===== src/rtl/debounce_repeat.sv =====
// Push-button conditioner: two-flop synchronizer, tick-counted debounce and
// keyboard-style auto-repeat producing single-clock step strobes.
module debounce_repeat #(
  parameter int N            = 8,
  parameter int STABLE_TICKS = 4,
  parameter int REPEAT_DELAY = 32,
  parameter int REPEAT_RATE  = 8
) (
  input  logic clk,
  input  logic rst,
  input  logic tick,
  input  logic button_raw,
  output logic button,
  output logic pressed,
  output logic released,
  output logic step
);

  // Zero-valued stable/rate parameters are treated as one tick.
  localparam int STB  = (STABLE_TICKS < 1) ? 1 : STABLE_TICKS;
  localparam int RATE = (REPEAT_RATE < 1) ? 1 : REPEAT_RATE;
  localparam int DLY  = (REPEAT_DELAY < 1) ? 1 : REPEAT_DELAY;

  localparam logic [N-1:0] DB_LAST   = N'(STB - 1);
  localparam logic [N-1:0] RATE_LAST = N'(RATE - 1);
  localparam logic [N-1:0] DLY_LAST  = N'(DLY - 1);
  localparam bit           REP_EN    = (REPEAT_DELAY != 0);

  typedef enum logic [1:0] {
    S_IDLE   = 2'd0,
    S_DELAY  = 2'd1,
    S_REPEAT = 2'd2
  } state_t;

  logic         r_sync_p0;
  logic         r_sync_p1;
  logic [N-1:0] r_db_cnt;
  logic [N-1:0] w_db_cnt_nxt;
  logic         w_db_flip;
  logic         w_rise;
  logic         w_fall;

  logic         r_button;
  logic         r_pressed;
  logic         r_released;
  logic         r_step;

  state_t       r_state;
  state_t       w_state_nxt;
  logic [N-1:0] r_rep_cnt;
  logic [N-1:0] w_rep_cnt_nxt;
  logic         w_step_nxt;

  // ---- stage p0/p1: metastability synchronizer, runs every clock ----
  always_ff @(posedge clk) begin
    if (rst) begin
      r_sync_p0 <= 1'b0;
      r_sync_p1 <= 1'b0;
    end else begin
      r_sync_p0 <= button_raw;
      r_sync_p1 <= r_sync_p0;
    end
  end

  // ---- debounce: count consecutive ticks of disagreement ----
  always_comb begin
    w_db_cnt_nxt = r_db_cnt;
    w_db_flip    = 1'b0;
    if (tick) begin
      if (r_sync_p1 != r_button) begin
        if (r_db_cnt == DB_LAST) begin
          w_db_flip    = 1'b1;
          w_db_cnt_nxt = '0;
        end else begin
          w_db_cnt_nxt = r_db_cnt + N'(1);
        end
      end else begin
        w_db_cnt_nxt = '0;
      end
    end
  end

  assign w_rise = w_db_flip & ~r_button;
  assign w_fall = w_db_flip &  r_button;

  // ---- repeat FSM: a debounced fall overrides any due repeat ----
  always_comb begin
    w_state_nxt   = r_state;
    w_rep_cnt_nxt = r_rep_cnt;
    w_step_nxt    = 1'b0;
    if (w_fall) begin
      w_state_nxt   = S_IDLE;
      w_rep_cnt_nxt = '0;
    end else begin
      case (r_state)
        S_IDLE: begin
          if (w_rise) begin
            w_step_nxt    = 1'b1;
            w_rep_cnt_nxt = '0;
            w_state_nxt   = S_DELAY;
          end
        end
        S_DELAY: begin
          if (tick && REP_EN) begin
            if (r_rep_cnt == DLY_LAST) begin
              w_step_nxt    = 1'b1;
              w_rep_cnt_nxt = '0;
              w_state_nxt   = S_REPEAT;
            end else begin
              w_rep_cnt_nxt = r_rep_cnt + N'(1);
            end
          end
        end
        S_REPEAT: begin
          if (tick) begin
            if (r_rep_cnt == RATE_LAST) begin
              w_step_nxt    = 1'b1;
              w_rep_cnt_nxt = '0;
            end else begin
              w_rep_cnt_nxt = r_rep_cnt + N'(1);
            end
          end
        end
        default: begin
          w_state_nxt   = S_IDLE;
          w_rep_cnt_nxt = '0;
        end
      endcase
    end
  end

  // ---- output register stage ----
  always_ff @(posedge clk) begin
    if (rst) begin
      r_db_cnt   <= '0;
      r_button   <= 1'b0;
      r_pressed  <= 1'b0;
      r_released <= 1'b0;
      r_step     <= 1'b0;
      r_state    <= S_IDLE;
      r_rep_cnt  <= '0;
    end else begin
      r_db_cnt   <= w_db_cnt_nxt;
      r_button   <= r_button ^ w_db_flip;
      r_pressed  <= w_rise;
      r_released <= w_fall;
      r_step     <= w_step_nxt;
      r_state    <= w_state_nxt;
      r_rep_cnt  <= w_rep_cnt_nxt;
    end
  end

  assign button   = r_button;
  assign pressed  = r_pressed;
  assign released = r_released;
  assign step     = r_step;

endmodule


===== config.mk =====
export PLATFORM = sky130hd
export DESIGN_NAME = debounce_repeat
export DESIGN_NICKNAME = d
export VERILOG_FILES = /design/src/rtl/debounce_repeat.sv
export SDC_FILE = /design/constraint.sdc
export NUM_CORES = 1
export LEC_CHECK = 0
export ABC_CLOCK_PERIOD_IN_PS = 2700
export CAP_MARGIN = 15
export CORE_ASPECT_RATIO = 1.75
export CORE_UTILIZATION = 57
export CTS_CLUSTER_SIZE = 24
export DETAILED_ROUTE_END_ITERATION = 10
export PLACE_DENSITY = 0.8
export RECOVER_POWER = 25
export SLEW_MARGIN = 5
export SYNTH_ARGS = -nofsm -noshare
export SYNTH_HDL_FRONTEND = slang
export SYNTH_SLANG_ARGS = --single-unit

===== constraint.sdc =====
create_clock -name clk -period 2.7 [get_ports clk]
set_input_delay 0.54 -clock clk [delete_from_list [all_inputs] [get_ports clk]]
set_output_delay 0.54 -clock clk [all_outputs]
set_load 0.02 [all_outputs]

### Word level (Yosys, flattened, before mapping)

Index checks and enable logic that the tools add are counted.
W data, S select, Z words.

| cells by class | value |
|---|---|
| add/subtract/negate cells | 2 |
| equality and inequality tests | 10 |
| mux-type cells | 21 |
| bitwise operators | 5 |
| reduce and logical (&&, ||, !) cells | 4 |

Operator list:

| cell | count |
|---|---|
| $mux W8 | 7 |
| $pmux W8 S3 | 1 |
| $add A8 B1 Y8 const B | 2 |
| $eq A8 B2 Y1 const B | 1 |
| $eq A8 B3 Y1 const B | 1 |
| $eq A8 B5 Y1 const B | 1 |
| $mux W1 | 8 |
| $ne A2 B2 Y1 const B | 4 |
| $mux W2 | 3 |
| $pmux W2 S3 | 1 |
| $reduce_and A4 Y1 | 1 |
| $pmux W1 S3 | 1 |
| $reduce_and A3 Y1 | 1 |
| $and A1 B1 Y1 | 2 |
| $eq A2 B1 Y1 const B | 1 |
| $eq A2 B2 Y1 const B | 1 |
| $logic_not A2 Y1 | 1 |
| $not A1 Y1 | 2 |
| $reduce_or A2 Y1 | 1 |
| $ne A1 B1 Y1 | 1 |
| $xor A1 B1 Y1 | 1 |

| word-level totals | value |
|---|---|
| bits in registers | 24 |
| output and inout port bits | 4 |
| logic and storage cells | 51 |

### Longest topological paths before layout

Gate-level depths: netlist of the first run.

| logic depth | value |
|---|---|
| word-level depth | 7 |
| depth in mapped cells | 10 |

### Worst setup path after synthesis of the first run

No wires, ideal clock.

| timing | value |
|---|---|
| path kind | reg2reg |
| from | register r_db_cnt[0] |
| to | register r_rep_cnt[3] |
| arrival | 2.278 ns |
| setup slack | 0.347 ns |
| stages on the path, launching flop included | 11 |
| buffers on the path | 1 |
| path through | dfxtp_1 ha_1 or4b_4 nor4_1 and3_1 ha_1 nor2b_1 clkbuf_1 nor4_1 o211ai_1 a31oi_1 |

| on the way | value |
|---|---|
| cells in the longest elaborated chain, start to end | 7 |

Ends and longest elaborated chain:

| item | line | RTL |
|---|---|---|
| from (decl) | 37 | `logic [N-1:0] r_db_cnt;` |
| from (signal assigned) | 143 | `r_db_cnt <= w_db_cnt_nxt;` |
| $eq A8 B2 Y1 | 71 | `if (r_db_cnt == DB_LAST) begin` |
| $mux W1 | 71 |  |
| $mux W1 | 70 | `if (r_sync_p1 != r_button) begin` |
| $mux W1 | 69 | `if (tick) begin` |
| $and A1 B1 Y1 | 83 | `assign w_rise = w_db_flip & ~r_button;` |
| net w_rise | 40 | `logic w_rise;` |
| $ne A2 B2 Y1 (no line) | n/a |  |
| $reduce_and A3 Y1 (no line) | n/a |  |
| to (signal assigned) | 149 | `r_rep_cnt <= w_rep_cnt_nxt;` |
| to (decl) | 50 | `logic [N-1:0] r_rep_cnt;` |

The timed path passes the listed nets, and every way through them passes these cells.
A chain may end at the register's enable or synchronous reset.

### Worst setup path in the final report of the first run

| timing | value |
|---|---|
| from | register r_db_cnt[0] |
| to | register r_rep_cnt[7] |

Same word-level chain as after synthesis.

==> results of run 1 <==
[layout make-up]
class | count | area [µm²]
multi-input cells | 114 | 788
fillers | 195 | 716
clock buffers | 4 | 36.3
flip-flops and latches | 24 | 480
inverters | 5 | 18.8
well taps | 24 | 30.0
repair buffers | 8 | 77.6
[sequential cells by signal (all words and copies together) (netlist names)]
register / flops
button: 1
r_state: 2
r_db_cnt: 8
step: 1
released: 1
r_sync_p0: 1
r_rep_cnt: 8
r_sync_p1: 1
pressed: 1
[logic make-up after synthesis]
logic type,share of synthesized area
adders and majority gates,0.0760
DFF,0.365
buffers and inverters,0.0418
and+or+nand+nor,0.261
muxes,0.0152
xor gates and xnor gates,0.0532
AOI/OAI and AO/OA,0.188
[power by group through the flow]
| stage | sequential, mW | combinational, mW | clock [mW] |
|---|---|---|---|
| final | 0.363 | 0.0750 | 0.195 |
| after CTS | 0.363 | 0.0728 | 0.193 |
| after floorplan | 0.370 | 0.0551 | 0 |
| after detailed placement | 0.371 | 0.0722 | 0 |
| after global placement | 0.370 | 0.0697 | 0 |
| after global routing | 0.364 | 0.0799 | 0.209 |
[layer usage]
metal	vias up	part of all wire
met2	35	0.56
met5	-	0
met4	0	0.017
li1	563	-
met1	567	0.39
met3	7	0.028
[worst register-to-register path, stage by stage (launching register included)]
cell      delay (ns)
dfxtp_1         0.40
ha_1            0.23
or4b_4          0.48
nor4_1          0.16
and3_1          0.21
ha_1            0.21
nor2b_2         0.13
or2_2           0.38
nand2_1         0.10
o211ai_1        0.08
[what timing repair did]
item                                   in CTS  in global routing
setup endpoints to repair                   0                  4
endpoints found under the hold margin       0                  0
resized for setup                           0                  3
[per-stage QoR]
step / worst slack, ns / cell area (µm²) / power, mW / hold WS, ns
final: 0.187 / 1430 / 0.633 / 0.466
after global routing: 0.0828 / 1430 / 0.653 / 0.475
after CTS: 0.140 / 1430 / 0.629 / 0.468
after detailed placement: 0.157 / 1390 / 0.443 / 0.432
after global placement: 0.246 / 1390 / 0.440 / 0.423
after floorplan: 0.347 / 1320 / 0.425 / 0.414
[synth_stat cells (all sizes together)]
master,count,share of area
a21boi,1,0.0085
a21o,1,0.0066
a21oi,5,0.022
a221oi,1,0.0066
a2bb2oi,1,0.0066
a31oi,2,0.0095
and2,1,0.0048
and3,2,0.010
and4,1,0.0066
and4bb,1,0.0095
buf,3,0.016
clkbuf,4,0.011
dfxtp,24,0.36
ha,8,0.076
inv,5,0.014
mux2i,2,0.015
nand2,10,0.028
nand3,5,0.019
nand4,7,0.033
nor2,18,0.051
nor2b,6,0.028
nor3,4,0.019
nor4,5,0.024
nor4b,1,0.0066
o2111ai,5,0.033
o211ai,7,0.040
o21ai,4,0.015
o21ba,1,0.0076
o221ai,1,0.0066
o311ai,1,0.0066
o41ai,2,0.019
or2,2,0.0095
or4b,1,0.010
xnor2,3,0.020
xor2,5,0.033
[final timing paths]
kind	slack, ns	depth (start not counted)	endpoint
max	0.19	9	r_rep_cnt[7]
min	0.47	1	r_sync_p1
max reg2reg	0.19	9	r_rep_cnt[7]
min reg2reg	0.47	1	r_sync_p1
==> impl_metrics.env, run 1 <==
export IMPL_status="complete, no violations"
export IMPL_syn_nets=162
export IMPL_tritoncts="built"
export IMPL_syn_instance_count=150
export IMPL_antenna_cells=0
export IMPL_drt_iter0_drc=69
export IMPL_gr_max_usage_layer="met2"
export IMPL_fin_cells=179
export IMPL_layout_cells_most_common="dfxtp_1"
export IMPL_worst_margin_slew_ns=0.496
export IMPL_period_minus_slack_ns=2.51
export IMPL_crit_top_cell="ha_1"
export IMPL_hold_path_startpoint="r_sync_p0"
export IMPL_p_sw_frac=0.263
export IMPL_use_met2=0.483
export IMPL_post_synth_instance_area_um2=1320
export IMPL_firstDrtPassIters=4
export IMPL_unique_masters_post_synth=41
export IMPL_detailroute_via_count=1172
export IMPL_grt_max_degree=14
export IMPL_fp_dieW_um=38.3
export IMPL_crit_path_start_kind="flop"
export IMPL_vias_per_cell=6.55
export IMPL_port_buffer_count=7
export IMPL_clockBufferDepth=2
export IMPL_power_sequential_fraction=0.574
export IMPL_timing_critical_path_max_delay_family="simple AND/OR/NAND/NOR gates"
export IMPL_cts_buffers=3
export IMPL_critical_path_slowest_cell="or4b_4"
export IMPL_fin_skew_ns=0.0128
export IMPL_critical_path_max_stage_delay_ns=0.48
export IMPL_gr_usage_met3=0.0203
export IMPL_ys_seq_area_frac=0.365
export IMPL_p_int_mw=0.466
export IMPL_portion_of_total_power_attributed_to_combinational_logic=0.119
export IMPL_finish_net_count=168
export IMPL_dieArea_um2=2520
export IMPL_rsz0062_at_grt="false"
export IMPL_overflow=0
export IMPL_timing_critical_path_to_type="flop"
export IMPL_p_leak_nw=0.496
export IMPL_pwr_density_cell_nw_per_um2=442
export IMPL_first_global_vias=1105
export IMPL_final_cell_mix="24 x dfxtp_1, 18 x nor2_1, 10 x nand2_1, 8 x ha_1"
export IMPL_maxSlewViolCount=0
export IMPL_routability_congestion_estimate=0.829
export IMPL_cp_buffers_inverters=0
export IMPL_net_switching_power_mw=0.167
export IMPL_grtUsageMet1=0.279
export IMPL_routed_wirelength_mm=2.92
export IMPL_detail_route_antenna_nets=0
export IMPL_initial_core_util=0.614
export IMPL_timing_critical_path_arrival_ns=2.72
export IMPL_io_pins=8
export IMPL_grt_pass1_wl_mm=4.83
export IMPL_count_of_endpoints_failing_hold_in_the_final_timing_report=0
export IMPL_crit_type="flop to flop"
export IMPL_clockPowerShare=0.308
export IMPL_grtUsageTotal=0.259
export IMPL_num_rows=22
export IMPL_clk_pin_slew_ns=0.14
export IMPL_max_ir_drop_vdd_v=0.000308
export IMPL_placeableCoreArea_um2=2150
export IMPL_wl_per_cell_um=16.3
export IMPL_cts_max_level=1
export IMPL_number_of_buffers_inserted_for_hold_repair_after_clock_tree_synthesis=0
export IMPL_slew_limit_headroom=0.668
export IMPL_drc_errors=0
export IMPL_syn2layout_area_growth_pct=8.64
export IMPL_setup_buffers_after_cts=0
export IMPL_hpwl_mm=2.16
export IMPL_cp_cell_sequence="ha_1 -> or4b_4 -> nor4_1 -> and3_1 -> ha_1 -> nor2b_2 -> or2_2 -> nand2_1 -> o211ai_1"
export IMPL_clock_tree_root_cell="clkbuf_4"
export IMPL_totalNegativeSetupSlack_ns=0
export IMPL_grt_antenna_before_repair=0
export IMPL_fmaxAchievable_ghz=0.398
export IMPL_yosys_warnings=0
export IMPL_hold_path_class="flop to flop"
export IMPL_fin_util=0.667
export IMPL_max_cap_violations=0
export IMPL_numPlacedInstances=175
export IMPL_synth_area_per_cell_um2=8.78
export IMPL_cp_max_fo=12
export IMPL_final_layout_size_suffix_gt1_frac=0.103
export IMPL_final_clock_period_utilization_by_the_worst_path=0.931
export IMPL_clkSinkCount=24
export IMPL_die_h_um=65.6
export IMPL_ys_ff_latch=24
export IMPL_clock_insertion_delay_worst_skew_ns=0.32
export IMPL_worst_r2r_startpoint="r_db_cnt[0]"
export IMPL_number_of_endpoints_failing_setup_at_the_final_stage=0
export IMPL_critPathRequiredTime_ns=2.91
export IMPL_crit_startpoint="r_db_cnt[0]"
(Power assumes the default switching activity.)
==> run 2, diff against run 1 <==
--- a/config.mk
+++ b/config.mk
@@ -8,12 +8,14 @@
 export ABC_CLOCK_PERIOD_IN_PS = 2700
 export CAP_MARGIN = 15
 export CORE_ASPECT_RATIO = 1.75
+export CORE_MARGIN = 5
 export CORE_UTILIZATION = 57
 export CTS_CLUSTER_SIZE = 24
 export DETAILED_ROUTE_END_ITERATION = 10
+export GPL_TIMING_DRIVEN = 0
 export PLACE_DENSITY = 0.8
 export RECOVER_POWER = 25
-export SLEW_MARGIN = 5
+export SLEW_MARGIN = 20
 export SYNTH_ARGS = -nofsm -noshare
 export SYNTH_HDL_FRONTEND = slang
 export SYNTH_SLANG_ARGS = --single-unit
==> run 2 against run 1 <==
Effect of this change: non-clock buffer count up 5; final area up 6.5%; register-to-register slack worse by 0.05 ns; clock skew down 0.0084 ns; via count up 4.6%; worst hold slack worse by 0.012 ns; core utilization up 1.2 points; wire length up 4.2%; critical path type unchanged; largest power group unchanged; highest routed layer unchanged.
==> impl_metrics.env, run 2 (synthesis gave the netlist of run 1 again) <==
export IMPL_fin_skew_ns=0.00435
export IMPL_pwr_density_cell_nw_per_um2=455
export IMPL_critical_path_max_stage_delay_ns=0.48
export IMPL_dpl_instance_area_um2=1420
export IMPL_routability_congestion_estimate=0.879
export IMPL_cp_cell_sequence="ha_2 -> or4b_4 -> nor4_2 -> and3_2 -> ha_4 -> nor2b_1 -> buf_4 -> nor4_2 -> o2111ai_1 -> o211ai_1"
export IMPL_wl_met2_mm=1.73
export IMPL_p_leak_nw=0.519
export IMPL_top_flop_regs="r_db_cnt: 8 flops, r_rep_cnt: 8 flops, r_state: 2 flops"
export IMPL_fp_dieW_um=46.3
export IMPL_holdWs_ns=0.454
export IMPL_worst_margin_slew_ns=0.458
export IMPL_number_of_endpoints_failing_setup_at_the_final_stage=0
export IMPL_io_pins=8
export IMPL_p_int_mw=0.518
export IMPL_initial_core_util=0.587
export IMPL_final_clock_period_utilization_by_the_worst_path=0.951
export IMPL_layout_cells_most_common="dfxtp_1"
export IMPL_portion_of_total_power_attributed_to_combinational_logic=0.121
export IMPL_die_h_um=73.6
export IMPL_timing_critical_path_arrival_ns=2.76
export IMPL_critPathRequiredTime_ns=2.90
export IMPL_drc_errors=0
export IMPL_crit_path_start_kind="flop"
export IMPL_slew_limit_headroom=0.695
export IMPL_antenna_cells=0
export IMPL_hpwl_mm=2.23
export IMPL_regToRegEndpoint="r_rep_cnt[5]"
export IMPL_routed_wirelength_mm=3.05
export IMPL_clock_tree_root_cell="clkbuf_8"
export IMPL_reg2reg_setup_slack_ns=0.13
export IMPL_final_layout_size_suffix_gt1_frac=0.156
export IMPL_first_global_vias=1198
export IMPL_max_cap_violations=0
export IMPL_net_switching_power_mw=0.176
export IMPL_vias_per_cell=6.63
export IMPL_hold_path_class="flop to flop"
export IMPL_count_of_endpoints_failing_hold_in_the_final_timing_report=0
export IMPL_drt_iter0_drc=58
export IMPL_timing_critical_path_max_delay_family="simple AND/OR/NAND/NOR gates"
export IMPL_final_cell_mix="23 x dfxtp_1, 18 x nor2_1, 10 x nand2_1, 7 x nand4_1, 7 x o211ai_1"
export IMPL_dieArea_um2=3410
export IMPL_cts_buffers=3
export IMPL_grtUsageTotal=0.200
export IMPL_p_total_mw=0.693
export IMPL_detailroute_via_count=1226
export IMPL_overflow=0
export IMPL_finish_net_count=173
export IMPL_detail_route_antenna_nets=0
export IMPL_timing_critical_path_to_type="flop"
export IMPL_syn2layout_area_growth_pct=15.7
export IMPL_grt_antenna_before_repair=0
export IMPL_grt_max_degree=14
export IMPL_cp_max_fo=10
export IMPL_crit_end="r_rep_cnt[5]"
export IMPL_firstDrtPassIters=4
export IMPL_maxSlewViolCount=0
export IMPL_crit_top_cell="nor4_2"
export IMPL_final_cell_area_um2=1520
export IMPL_fin_util=0.679
export IMPL_clockBufferDepth=2
export IMPL_met3RoutedLength_um=121
export IMPL_crit_startpoint="r_db_cnt[1]"
export IMPL_crit_type="flop to flop"
export IMPL_wl_met1_mm=1.11
export IMPL_cp_num_cells=10
export IMPL_grt_pass1_wl_mm=5.13
export IMPL_port_buffer_count=7
export IMPL_clock_insertion_delay_worst_skew_ns=0.27
export IMPL_worst_r2r_startpoint="r_db_cnt[1]"
export IMPL_cp_buffers_inverters=1
export IMPL_worst_r2r_path_depth=10
export IMPL_fmaxAchievable_ghz=0.390
export IMPL_cts_max_level=1
export IMPL_tritoncts="built"
export IMPL_setup_buffers_after_cts=0
export IMPL_clk_pin_slew_ns=0.09
export IMPL_clkSinkCount=24
export IMPL_num_rows=23
export IMPL_placeableCoreArea_um2=2240
export IMPL_totalNegativeSetupSlack_ns=0
export IMPL_clockPowerShare=0.356
export IMPL_highest_layer="met4"
export IMPL_critical_path_slowest_cell="or4b_4"
export IMPL_power_sequential_fraction=0.523
export IMPL_wl_per_cell_um=16.5
export IMPL_status="complete, no violations"
export IMPL_max_ir_drop_vdd_v=0.000328
export IMPL_period_minus_slack_ns=2.57
export IMPL_filler_cell_count=177
export IMPL_p_sw_frac=0.253
[run 2: changes by cell type in the layout (fill, tap and decap cells not counted), sizes merged]
cell | previous run | this run
buf | 1 | 4
clkbuf | 4 | 6
[run 2: final cells by class]
class / count / area (µm²) / area share
multi-input combinational: 114 / 831 / 0.545
sequential: 24 / 482 / 0.316
timing repair buffer: 7 / 70.1 / 0.0460
clock buffer: 4 / 55.1 / 0.0361
buffer: 6 / 36.3 / 0.0238
tap: 25 / 31.3 / 0.0205
inverter: 5 / 18.8 / 0.0123
[run 2: worst register-to-register path: cells and delay by family, from the launching register on]
kind                     cells  cell delay [ns]
adder cells (fa/ha/maj)      2             0.37
AO/OA/AOI/OAI                2             0.27
buffers and inverters        1             0.20
flip-flops                   1             0.37
AND/OR/NAND/NOR              5             1.29
[run 2: worst min-delay path by stage]
stage	from	endpoint	slack (ns)	cells after the start
after floorplan	r_sync_p0	r_sync_p1	0.41	1
after global placement	r_sync_p0	r_sync_p1	0.44	1
after detailed placement	r_sync_p0	r_sync_p1	0.43	1
after CTS	r_sync_p0	r_sync_p1	0.46	1
after global routing	r_sync_p0	r_sync_p1	0.47	1
final	r_sync_p0	r_sync_p1	0.45	1
[run 2: power by group through the flow]
stage          Combinational, mW  Clock, mW  Sequential (mW)
3_5_place_dp              0.0775          0            0.371
3_3_place_gp              0.0757          0            0.371
6_report                  0.0839      0.247            0.363
5_1_grt                   0.0917      0.260            0.363
2_1_floorplan             0.0551          0            0.370
4_1_cts                   0.0800      0.249            0.363
[run 2: through the flow]
step | setup WS [ns] | cells
final | 0.133 | 185
after global routing | -0.000556 | 185
after global placement | -0.0115 | 182
after floorplan | 0.347 | 150
after detailed placement | -0.0745 | 182
after CTS | 0.0210 | 186
[run 2: what timing repair did]
| item | in CTS | in global routing |
|---|---|---|
| setup endpoints to repair | 6 | 10 |
| gates resized for setup | 4 | 10 |
| hold buffers | 0 | 0 |
| pin swaps | 0 | 2 |
| hold endpoints to repair | 0 | 0 |
[run 2: metal layers]
layer,global-route usage,vias to the layer above
met5,0,-
met4,0.0791,0
met3,0.0245,11
met2,0.385,47
met1,0.199,592
li1,-,576
